==> src/rtl/rf_transfer_sequencer_pkg.sv <==
// Shared codes for the register-file transfer sequencer: request ops, FunSel values,
// register codes and the sequencer FSM states.
package rf_seq_pkg;

    typedef enum logic [2:0] {
        OP_READ  = 3'b000,
        OP_MOVE  = 3'b001,
        OP_LOADI = 3'b010,
        OP_CLEAR = 3'b011,
        OP_INC   = 3'b100,
        OP_DEC   = 3'b101
    } op_e;

    typedef enum logic [2:0] {
        FS_DEC   = 3'b000,
        FS_INC   = 3'b001,
        FS_LOAD  = 3'b010,
        FS_CLEAR = 3'b011
    } fun_sel_e;

    typedef enum logic [2:0] {
        REG_R1, REG_R2, REG_R3, REG_R4,
        REG_S1, REG_S2, REG_S3, REG_S4
    } reg_code_e;

    typedef enum logic [1:0] {
        ST_IDLE,
        ST_RD,
        ST_WR,
        ST_DONE
    } state_e;

    function automatic logic op_legal(input logic [2:0] op);
        return op <= OP_DEC;
    endfunction

    // State entered straight after popping a request; illegal ops skip to DONE untouched.
    function automatic state_e dispatch_state(input logic [2:0] op);
        case (op)
            OP_READ, OP_MOVE:                   return ST_RD;
            OP_LOADI, OP_CLEAR, OP_INC, OP_DEC: return ST_WR;
            default:                            return ST_DONE;
        endcase
    endfunction

    function automatic logic [2:0] fun_sel_for(input logic [2:0] op);
        case (op)
            OP_MOVE, OP_LOADI: return FS_LOAD;
            OP_CLEAR:          return FS_CLEAR;
            OP_INC:            return FS_INC;
            default:           return FS_DEC;
        endcase
    endfunction

endpackage

==> src/rtl/rf_transfer_sequencer_if.sv <==
// Request/response handshake between a requester and the transfer sequencer.
// Requests move on req_vld && req_rdy; done is a one-cycle completion pulse.
interface rf_transfer_sequencer_if #(
    parameter int DATA_WIDTH = 32
) ();
    logic                  req_vld;
    logic                  req_rdy;
    logic [2:0]            req_op;
    logic [2:0]            req_dst;
    logic [2:0]            req_src;
    logic [DATA_WIDTH-1:0] req_imm;
    logic                  done;
    logic [DATA_WIDTH-1:0] rsp_dat;
    logic                  rsp_err;

    modport master (
        output req_vld, req_op, req_dst, req_src, req_imm,
        input  req_rdy, done, rsp_dat, rsp_err
    );

    modport slave (
        input  req_vld, req_op, req_dst, req_src, req_imm,
        output req_rdy, done, rsp_dat, rsp_err
    );
endinterface

==> src/rtl/rf_transfer_sequencer_req_fifo.sv <==
// Synchronous request FIFO, registered full/empty; head visible on dat_o while non-empty.
// Pushes when full and pops when empty are ignored.
module rf_req_fifo #(
    parameter int WIDTH = 8,
    parameter int DEPTH = 2
) (
    input  logic             clk_i,
    input  logic             rst_i,
    input  logic             push_i,
    input  logic             pop_i,
    input  logic [WIDTH-1:0] dat_i,
    output logic [WIDTH-1:0] dat_o,
    output logic             full_o,
    output logic             empty_o
);
    localparam int AW = $clog2(DEPTH);

    logic [WIDTH-1:0] mem_q [DEPTH];
    logic [AW:0]      wr_ptr_q, wr_ptr_d;
    logic [AW:0]      rd_ptr_q, rd_ptr_d;
    logic             do_push, do_pop;

    // Extra pointer bit tells full from empty when the index bits match.
    assign empty_o = (wr_ptr_q == rd_ptr_q);
    assign full_o  = (wr_ptr_q[AW] != rd_ptr_q[AW]) &&
                     (wr_ptr_q[AW-1:0] == rd_ptr_q[AW-1:0]);
    assign dat_o   = mem_q[rd_ptr_q[AW-1:0]];

    assign do_push  = push_i && !full_o;
    assign do_pop   = pop_i && !empty_o;
    assign wr_ptr_d = do_push ? wr_ptr_q + 1'b1 : wr_ptr_q;
    assign rd_ptr_d = do_pop  ? rd_ptr_q + 1'b1 : rd_ptr_q;

    always_ff @(posedge clk_i) begin
        if (rst_i) begin
            wr_ptr_q <= '0;
            rd_ptr_q <= '0;
        end else begin
            wr_ptr_q <= wr_ptr_d;
            rd_ptr_q <= rd_ptr_d;
        end
    end

    always_ff @(posedge clk_i) begin
        if (do_push) begin
            mem_q[wr_ptr_q[AW-1:0]] <= dat_i;
        end
    end
endmodule

==> src/rtl/rf_transfer_sequencer.sv <==
// Turns queued transfer requests into timed register-file cycles (RD then WR, one Done each).
// Accept-to-Done 3 cycles (MOVE 4, illegal 2); req_rdy low only while the FIFO is full.
module rf_transfer_sequencer
    import rf_seq_pkg::*;
#(
    parameter int DATA_WIDTH  = 32,
    parameter int QUEUE_DEPTH = 2
) (
    input  logic                  clk_i,
    input  logic                  rst_i,
    rf_transfer_sequencer_if.slave req_if,
    input  logic [DATA_WIDTH-1:0] rf_out_a_i,
    output logic [DATA_WIDTH-1:0] rf_i_o,
    output logic [3:0]            rf_reg_sel_o,
    output logic [3:0]            rf_scr_sel_o,
    output logic [2:0]            rf_fun_sel_o,
    output logic [2:0]            rf_out_a_sel_o
);
    typedef struct packed {
        logic [2:0]            op;
        logic [2:0]            dst;
        logic [2:0]            src;
        logic [DATA_WIDTH-1:0] imm;
    } req_t;

    req_t   push_dat, head;
    logic   fifo_full, fifo_empty, push, pop;

    state_e                state_q, state_d;
    logic [2:0]            op_q, dst_q, src_q, out_a_sel_q;
    logic [DATA_WIDTH-1:0] imm_q, data_q, rsp_dat_q;

    assign req_if.req_rdy = !fifo_full;
    assign push           = req_if.req_vld && !fifo_full;
    assign push_dat       = '{op: req_if.req_op, dst: req_if.req_dst,
                              src: req_if.req_src, imm: req_if.req_imm};

    rf_req_fifo #(
        .WIDTH ($bits(req_t)),
        .DEPTH (QUEUE_DEPTH)
    ) u_req_fifo (
        .clk_i   (clk_i),
        .rst_i   (rst_i),
        .push_i  (push),
        .pop_i   (pop),
        .dat_i   (push_dat),
        .dat_o   (head),
        .full_o  (fifo_full),
        .empty_o (fifo_empty)
    );

    always_comb begin
        state_d      = state_q;
        pop          = 1'b0;
        rf_reg_sel_o = 4'b0000;
        rf_scr_sel_o = 4'b0000;
        rf_fun_sel_o = FS_DEC;
        rf_i_o       = '0;
        case (state_q)
            ST_IDLE: begin
                if (!fifo_empty) begin
                    pop     = 1'b1;
                    state_d = dispatch_state(head.op);
                end
            end
            ST_RD: begin
                state_d = (op_q == OP_READ) ? ST_DONE : ST_WR;
            end
            ST_WR: begin
                if (dst_q[2]) begin
                    rf_scr_sel_o = 4'b1000 >> dst_q[1:0];
                end else begin
                    rf_reg_sel_o = 4'b1000 >> dst_q[1:0];
                end
                rf_fun_sel_o = fun_sel_for(op_q);
                if (op_q == OP_MOVE) begin
                    rf_i_o = data_q;
                end else if (op_q == OP_LOADI) begin
                    rf_i_o = imm_q;
                end
                state_d = ST_DONE;
            end
            ST_DONE: begin
                // Chain straight into the next request so back-to-back work has no bubble.
                if (!fifo_empty) begin
                    pop     = 1'b1;
                    state_d = dispatch_state(head.op);
                end else begin
                    state_d = ST_IDLE;
                end
            end
            default: state_d = ST_IDLE;
        endcase
    end

    assign rf_out_a_sel_o = (state_q == ST_RD) ? src_q : out_a_sel_q;
    assign req_if.done    = (state_q == ST_DONE);
    assign req_if.rsp_err = (state_q == ST_DONE) && !op_legal(op_q);
    assign req_if.rsp_dat = rsp_dat_q;

    always_ff @(posedge clk_i) begin
        if (rst_i) begin
            state_q     <= ST_IDLE;
            op_q        <= '0;
            dst_q       <= '0;
            src_q       <= '0;
            imm_q       <= '0;
            data_q      <= '0;
            rsp_dat_q   <= '0;
            out_a_sel_q <= '0;
        end else begin
            state_q <= state_d;
            if (pop) begin
                op_q  <= head.op;
                dst_q <= head.dst;
                src_q <= head.src;
                imm_q <= head.imm;
            end
            if (state_q == ST_RD) begin
                data_q      <= rf_out_a_i;
                out_a_sel_q <= src_q;
                if (op_q == OP_READ) begin
                    rsp_dat_q <= rf_out_a_i;
                end
            end
        end
    end
endmodule

==> src/flat_wrapper.sv <==
// flat-port wrapper written by rule: the top's interface ports become plain ports
module rf_transfer_sequencer_flat import rf_seq_pkg::*;
#(
    parameter int DATA_WIDTH  = 32,
    parameter int QUEUE_DEPTH = 2
)
  (clk_i, rst_i, rf_out_a_i, rf_i_o, rf_reg_sel_o, rf_scr_sel_o, rf_fun_sel_o, rf_out_a_sel_o, req_if_req_vld, req_if_req_op, req_if_req_dst, req_if_req_src, req_if_req_imm, req_if_req_rdy, req_if_done, req_if_rsp_dat, req_if_rsp_err);
  rf_transfer_sequencer_if #(.DATA_WIDTH(DATA_WIDTH)) req_if_i ();
  input  logic clk_i;
  input  logic rst_i;
  input  logic [DATA_WIDTH-1:0] rf_out_a_i;
  output logic [DATA_WIDTH-1:0] rf_i_o;
  output logic [3:0] rf_reg_sel_o;
  output logic [3:0] rf_scr_sel_o;
  output logic [2:0] rf_fun_sel_o;
  output logic [2:0] rf_out_a_sel_o;
  input wire logic [$bits(req_if_i.req_vld)-1:0] req_if_req_vld;
  input wire logic [$bits(req_if_i.req_op)-1:0] req_if_req_op;
  input wire logic [$bits(req_if_i.req_dst)-1:0] req_if_req_dst;
  input wire logic [$bits(req_if_i.req_src)-1:0] req_if_req_src;
  input wire logic [$bits(req_if_i.req_imm)-1:0] req_if_req_imm;
  output wire logic [$bits(req_if_i.req_rdy)-1:0] req_if_req_rdy;
  output wire logic [$bits(req_if_i.done)-1:0] req_if_done;
  output wire logic [$bits(req_if_i.rsp_dat)-1:0] req_if_rsp_dat;
  output wire logic [$bits(req_if_i.rsp_err)-1:0] req_if_rsp_err;
  assign req_if_i.req_vld = req_if_req_vld;
  assign req_if_i.req_op = req_if_req_op;
  assign req_if_i.req_dst = req_if_req_dst;
  assign req_if_i.req_src = req_if_req_src;
  assign req_if_i.req_imm = req_if_req_imm;
  assign req_if_req_rdy = req_if_i.req_rdy;
  assign req_if_done = req_if_i.done;
  assign req_if_rsp_dat = req_if_i.rsp_dat;
  assign req_if_rsp_err = req_if_i.rsp_err;
  rf_transfer_sequencer #(.DATA_WIDTH(DATA_WIDTH), .QUEUE_DEPTH(QUEUE_DEPTH)) u_core (.clk_i(clk_i), .rst_i(rst_i), .req_if(req_if_i), .rf_out_a_i(rf_out_a_i), .rf_i_o(rf_i_o), .rf_reg_sel_o(rf_reg_sel_o), .rf_scr_sel_o(rf_scr_sel_o), .rf_fun_sel_o(rf_fun_sel_o), .rf_out_a_sel_o(rf_out_a_sel_o));
endmodule
==> config.mk <==
export PLATFORM = sky130hd
export DESIGN_NAME = rf_transfer_sequencer_flat
export DESIGN_NICKNAME = d
export VERILOG_FILES = /design/src/rtl/rf_transfer_sequencer_pkg.sv /design/src/rtl/rf_transfer_sequencer_if.sv /design/src/rtl/rf_transfer_sequencer_req_fifo.sv /design/src/rtl/rf_transfer_sequencer.sv /design/src/flat_wrapper.sv
export SDC_FILE = /design/constraint.sdc
export NUM_CORES = 1
export LEC_CHECK = 0
export ABC_CLOCK_PERIOD_IN_PS = 3900
export CORE_UTILIZATION = 25
export DETAILED_ROUTE_END_ITERATION = 10
export REMOVE_ABC_BUFFERS = 1
export SYNTH_ARGS = -nofsm -noshare
export SYNTH_HDL_FRONTEND = slang
export SYNTH_SLANG_ARGS = --single-unit
==> constraint.sdc <==
create_clock -name clk_i -period 3.9 [get_ports clk_i]
set_input_delay 0.585 -clock clk_i [delete_from_list [all_inputs] [get_ports clk_i]]
set_output_delay 0.585 -clock clk_i [all_outputs]
set_load 0.05 [all_outputs]
==> results.toml <==
[critical_path]
timing.reg2reg.worst_path_depth = 4
worstReg2RegEnd = "u_core.u_req_fifo.mem_q[0][15]"
crit_path_start_kind = "register"
critPathTopFamily = "buffers and inverters"
crit_path_top_delay_cell = "sky130_fd_sc_hd__clkdlybuf4s50_1"
worst_setup_path_end_kind = "primary output"
worst-r2r-setup-slack_ns = 1.56
path_type_of_the_worst_setup_path = "reg2out"
worstPathCellList = "inv_1, ha_2, buf_4, nor3b_1, clkdlybuf4s50_1"
launch_point_of_the_worst_reg_to_reg_path = "u_core.u_req_fifo.wr_ptr_q[0]"
critical_path_buf_inv_count = 3
cp.required_ns = 3.31
worst_path_largest_cell_delay_ns = 0.84
worstPathMaxFanout = 20
crit_arrival_ns = 2.73

[cells_and_area]
fillers = 3035
fin_nets = 889
final_core_util_pct = 33.9
drive_gt1_share_pct = 11.1
final_instance_area_sq_mm = 0.0104
number_of_standard_cells_in_the_final_layout_excluding_fillers = 1217
n_antenna_cell = 0
area_growth_syn_to_layout_pct = 33.4

[pwr]
design_power_total_mw = 7.09
power.leakage_nw = 3.38
sw_frac_of_total_pct = 37.1
power.combinational.fraction_pct = 34.8
net_switching_mw = 2.63
power.clock.fraction_pct = 24.3
power.density_cell_area_mw_per_mm2 = 681
vdd_drop_max_mv = 0.383
cell_internal_pwr_mw = 4.46
power.sequential.fraction_pct = 40.9

[yosys]
count_of_flip_flops_with_a_built_in_enable_after_synthesis = 82
synth-seq-cells = 197
yosysUniqueCellTypes = 35
area_of_the_mapped_netlist_sq_mm = 0.00780
post_synth_inst_count = 667
post_synth.cell_area_avg_sq_um = 11.7
async_reset_ff_share_pct = 0
yosys_warnings = 0
synth_area_leader_cell = "sky130_fd_sc_hd__edfxtp_1"
ys_dominant_reg_cell = "sky130_fd_sc_hd__dfxtp_1"
seq_area_frac_synth_pct = 61.1
dominant_cells_by_area_after_synthesis = "sky130_fd_sc_hd__edfxtp_1, sky130_fd_sc_hd__dfxtp_1, sky130_fd_sc_hd__mux2i_1"
post-synth-top-area-fraction_pct = 31.6

[run_status]
status = "finished, final reports clean"

[timing]
finalHoldWorstSlack_ns = 0.455
slew_headroom_pct = 43.1
maxClockFrequency_ghz = 0.302
fin_tns_setup_ns = 0
post-route-worst-setup-slack_ns = 0.586
setup_violations = 0
worst_slew_pin_slew_ns = 0.853
clock-skew-final_ns = 0.0117
timing.final.crit_share_pct = 85.0
finalMaxSlewViolations = 0
timing.final.crit_period_ns = 3.31
hold_viol = 0
rsz0062_at_grt = "no"

[floorplanning]
std_cell_rows = 64
start_util_pct = 25.4
die_h_um = 179
boundaryPins = 157
core-area_sq_mm = 0.0307
floorplan.die.width_um = 179
die-area_sq_mm = 0.0319

[drt]
routed_via_density = 4.36
dr_total_vias = 5305
route.detailed.drc = 0
route.antenna.remaining_nets = 0
drt_wl_cell_um = 15.9
drt-pass1-iter-count = 5
detailedRoute.firstIterationViolations = 279
finalWirelength_um = 19400

[global_routing]
global_route.peak_usage_layer = "met2"
grt_util_met2_pct = 20.3
grtUsageMet1_pct = 16.0
pin_count_of_the_biggest_net_entering_global_routing = 84
grt-ovfl-total = 0
grt_pass1_vias = 5198
grt_pass1_wl_um = 29700
grt_antenna_before_repair = 0
track_usage_pct = 12.5
groute.layer.met3.usage_pct = 3.67

[cts]
root_buffer = "sky130_fd_sc_hd__clkbuf_16"
cts.sink_count = 197
hold_buffers = 0
tritoncts.num_buffers = 17
tritoncts = "built"
cts.clk_slew.worst_paths_ns = 0.07
worstSkewPairLatency_ns = 0.43
max_clock_buf_depth = 2
post_cts_buffers = 0
cts_repair_resize_count = 0
cts_max_level = 4

[worst_hold_path]
hold_depth = 2
hold_startpoint = "u_core.req_if.rsp_dat[10]"
min-delay-path-class = "reg2reg"
whs_endpoint = "u_core.req_if.rsp_dat[10]"

[run]
max_cap_violations = 0

[placement]
post_placement_cell_count = 1185
gpl.final_weighted_congestion = 0.720
placement.setup.worst_slack_ns = 1.01
io_buffer_count = 155
post-dp-hpwl_um = 12800
post_dp_cell_area_sq_mm = 0.00984
==> area by class of cell <==
cell class	count	area [sq um]	share of cell area [%]
Clock buffer	17	425	4.09
Tap cell	396	495	4.76
Inverter	3	11.3	0.108
Multi-Input combinational cell	418	2840	27.3
Timing Repair Buffer	171	1720	16.5
Clock inverter	15	145	1.39
Sequential cell	197	4770	45.8
==> cells by family after synthesis <==
| kind of cell | after synthesis | synth area share [%] |
|---|---|---|
| AOI/OAI and AO/OA | 118 | 12.1 |
| xor gates and xnor gates | 9 | 1.01 |
| adders and majority gates | 5 | 0.802 |
| buffers and inverters | 52 | 3.14 |
| DFF | 197 | 61.1 |
| muxes | 77 | 9.93 |
| other | 1 | 0.0481 |
| and+or+nand+nor | 208 | 11.9 |
==> layer usage <==
layer	wire [um]	part of all wire [%]	vias up
li1	-	-	2626
met5	0	0	-
met2	8920	46	165
met4	158	0.82	0
met3	1270	6.5	11
met1	9030	47	2503
==> synth_stat cells, drive strengths merged (2+ instances only) <==
cell and n:
inv 3, dfxtp 115, xnor2 6, ha 5
nand2b 3, nand2 70, buf 28, a211oi 42
clkbuf 21, nor2b 36, nor3 3, a311oi 2
mux2 3, o21bai 2, a21oi 35, nor2 88
xor2 3, o21ai 3, mux2i 74, edfxtp 82
a22oi 32, a21boi 2, nor3b 3
==> flip-flops by register name (all words and copies together) (netlist names), named ones only <==
| name | count |
|---|---|
| u_core.data_q | 32 |
| u_core.dst_q | 3 |
| u_core.imm_q | 32 |
| u_core.op_q | 3 |
| u_core.out_a_sel_q | 3 |
| u_core.req_if.rsp_dat | 32 |
| u_core.src_q | 3 |
| u_core.state_q | 2 |
| u_core.u_req_fifo.mem_q | 82 |
| u_core.u_req_fifo.rd_ptr_q | 2 |
| u_core.u_req_fifo.wr_ptr_q | 2 |
==> cells in the final DEF (no fill, tap or decap), drive strengths merged <==
| cell type | n |
|---|---|
| clkdlybuf4s50 | 154 |
| dfxtp | 115 |
| nor2 | 88 |
| edfxtp | 82 |
| mux2i | 74 |
| nand2 | 70 |
| a211oi | 42 |
| nor2b | 36 |
| a21oi | 35 |
| a22oi | 32 |
| clkbuf | 17 |
| buf | 17 |
| inv | 9 |
| xnor2 | 6 |
| ha | 5 |
| clkinv | 5 |
| mux2 | 3 |
| nand2b | 3 |
| nor3 | 3 |
| o21ai | 3 |
| xor2 | 3 |
| clkinvlp | 3 |
| nor3b | 3 |
| a21boi | 2 |
| o21bai | 2 |
| a311oi | 2 |
| and2 | 1 |
| and3 | 1 |
| nand3 | 1 |
| nor4b | 1 |
| nand3b | 1 |
| conb | 1 |
| bufinv | 1 |
==> how the worst max path moves through the flow <==
stage	start	end	slack, ns	depth (start not counted)
floorplan	u_core.state_q[1]	u_core.state_q[0]	0.21	5
global placement	u_core.op_q[0]	rf_i_o[7]	1.06	5
detailed placement	u_core.state_q[0]	rf_fun_sel_o[1]	1.01	5
CTS	u_core.state_q[0]	rf_fun_sel_o[1]	0.52	5
global route	u_core.state_q[0]	rf_fun_sel_o[1]	0.43	5
finish	u_core.state_q[0]	rf_fun_sel_o[1]	0.59	5
==> power groups by stage <==
stage                     clock, mW  combinational, mW  sequential [mW]
after global routing           1.86               2.70             2.95
after floorplan                   0               1.57             3.04
after global placement            0               2.47             2.94
final                          1.72               2.47             2.90
after detailed placement          0               2.50             2.95
after CTS                      1.79               2.52             2.90
==> worst register-to-register path, delay by kind of cell, from the launching register on <==
kind	cells	cell delay (ns)
xor gates and xnor gates	1	0.24
and+or+nand+nor	1	0.66
DFF	1	0.49
AOI/OAI and AO/OA	1	0.34
buffers and inverters	1	0.30
Power figures use the tool's default switching activity.
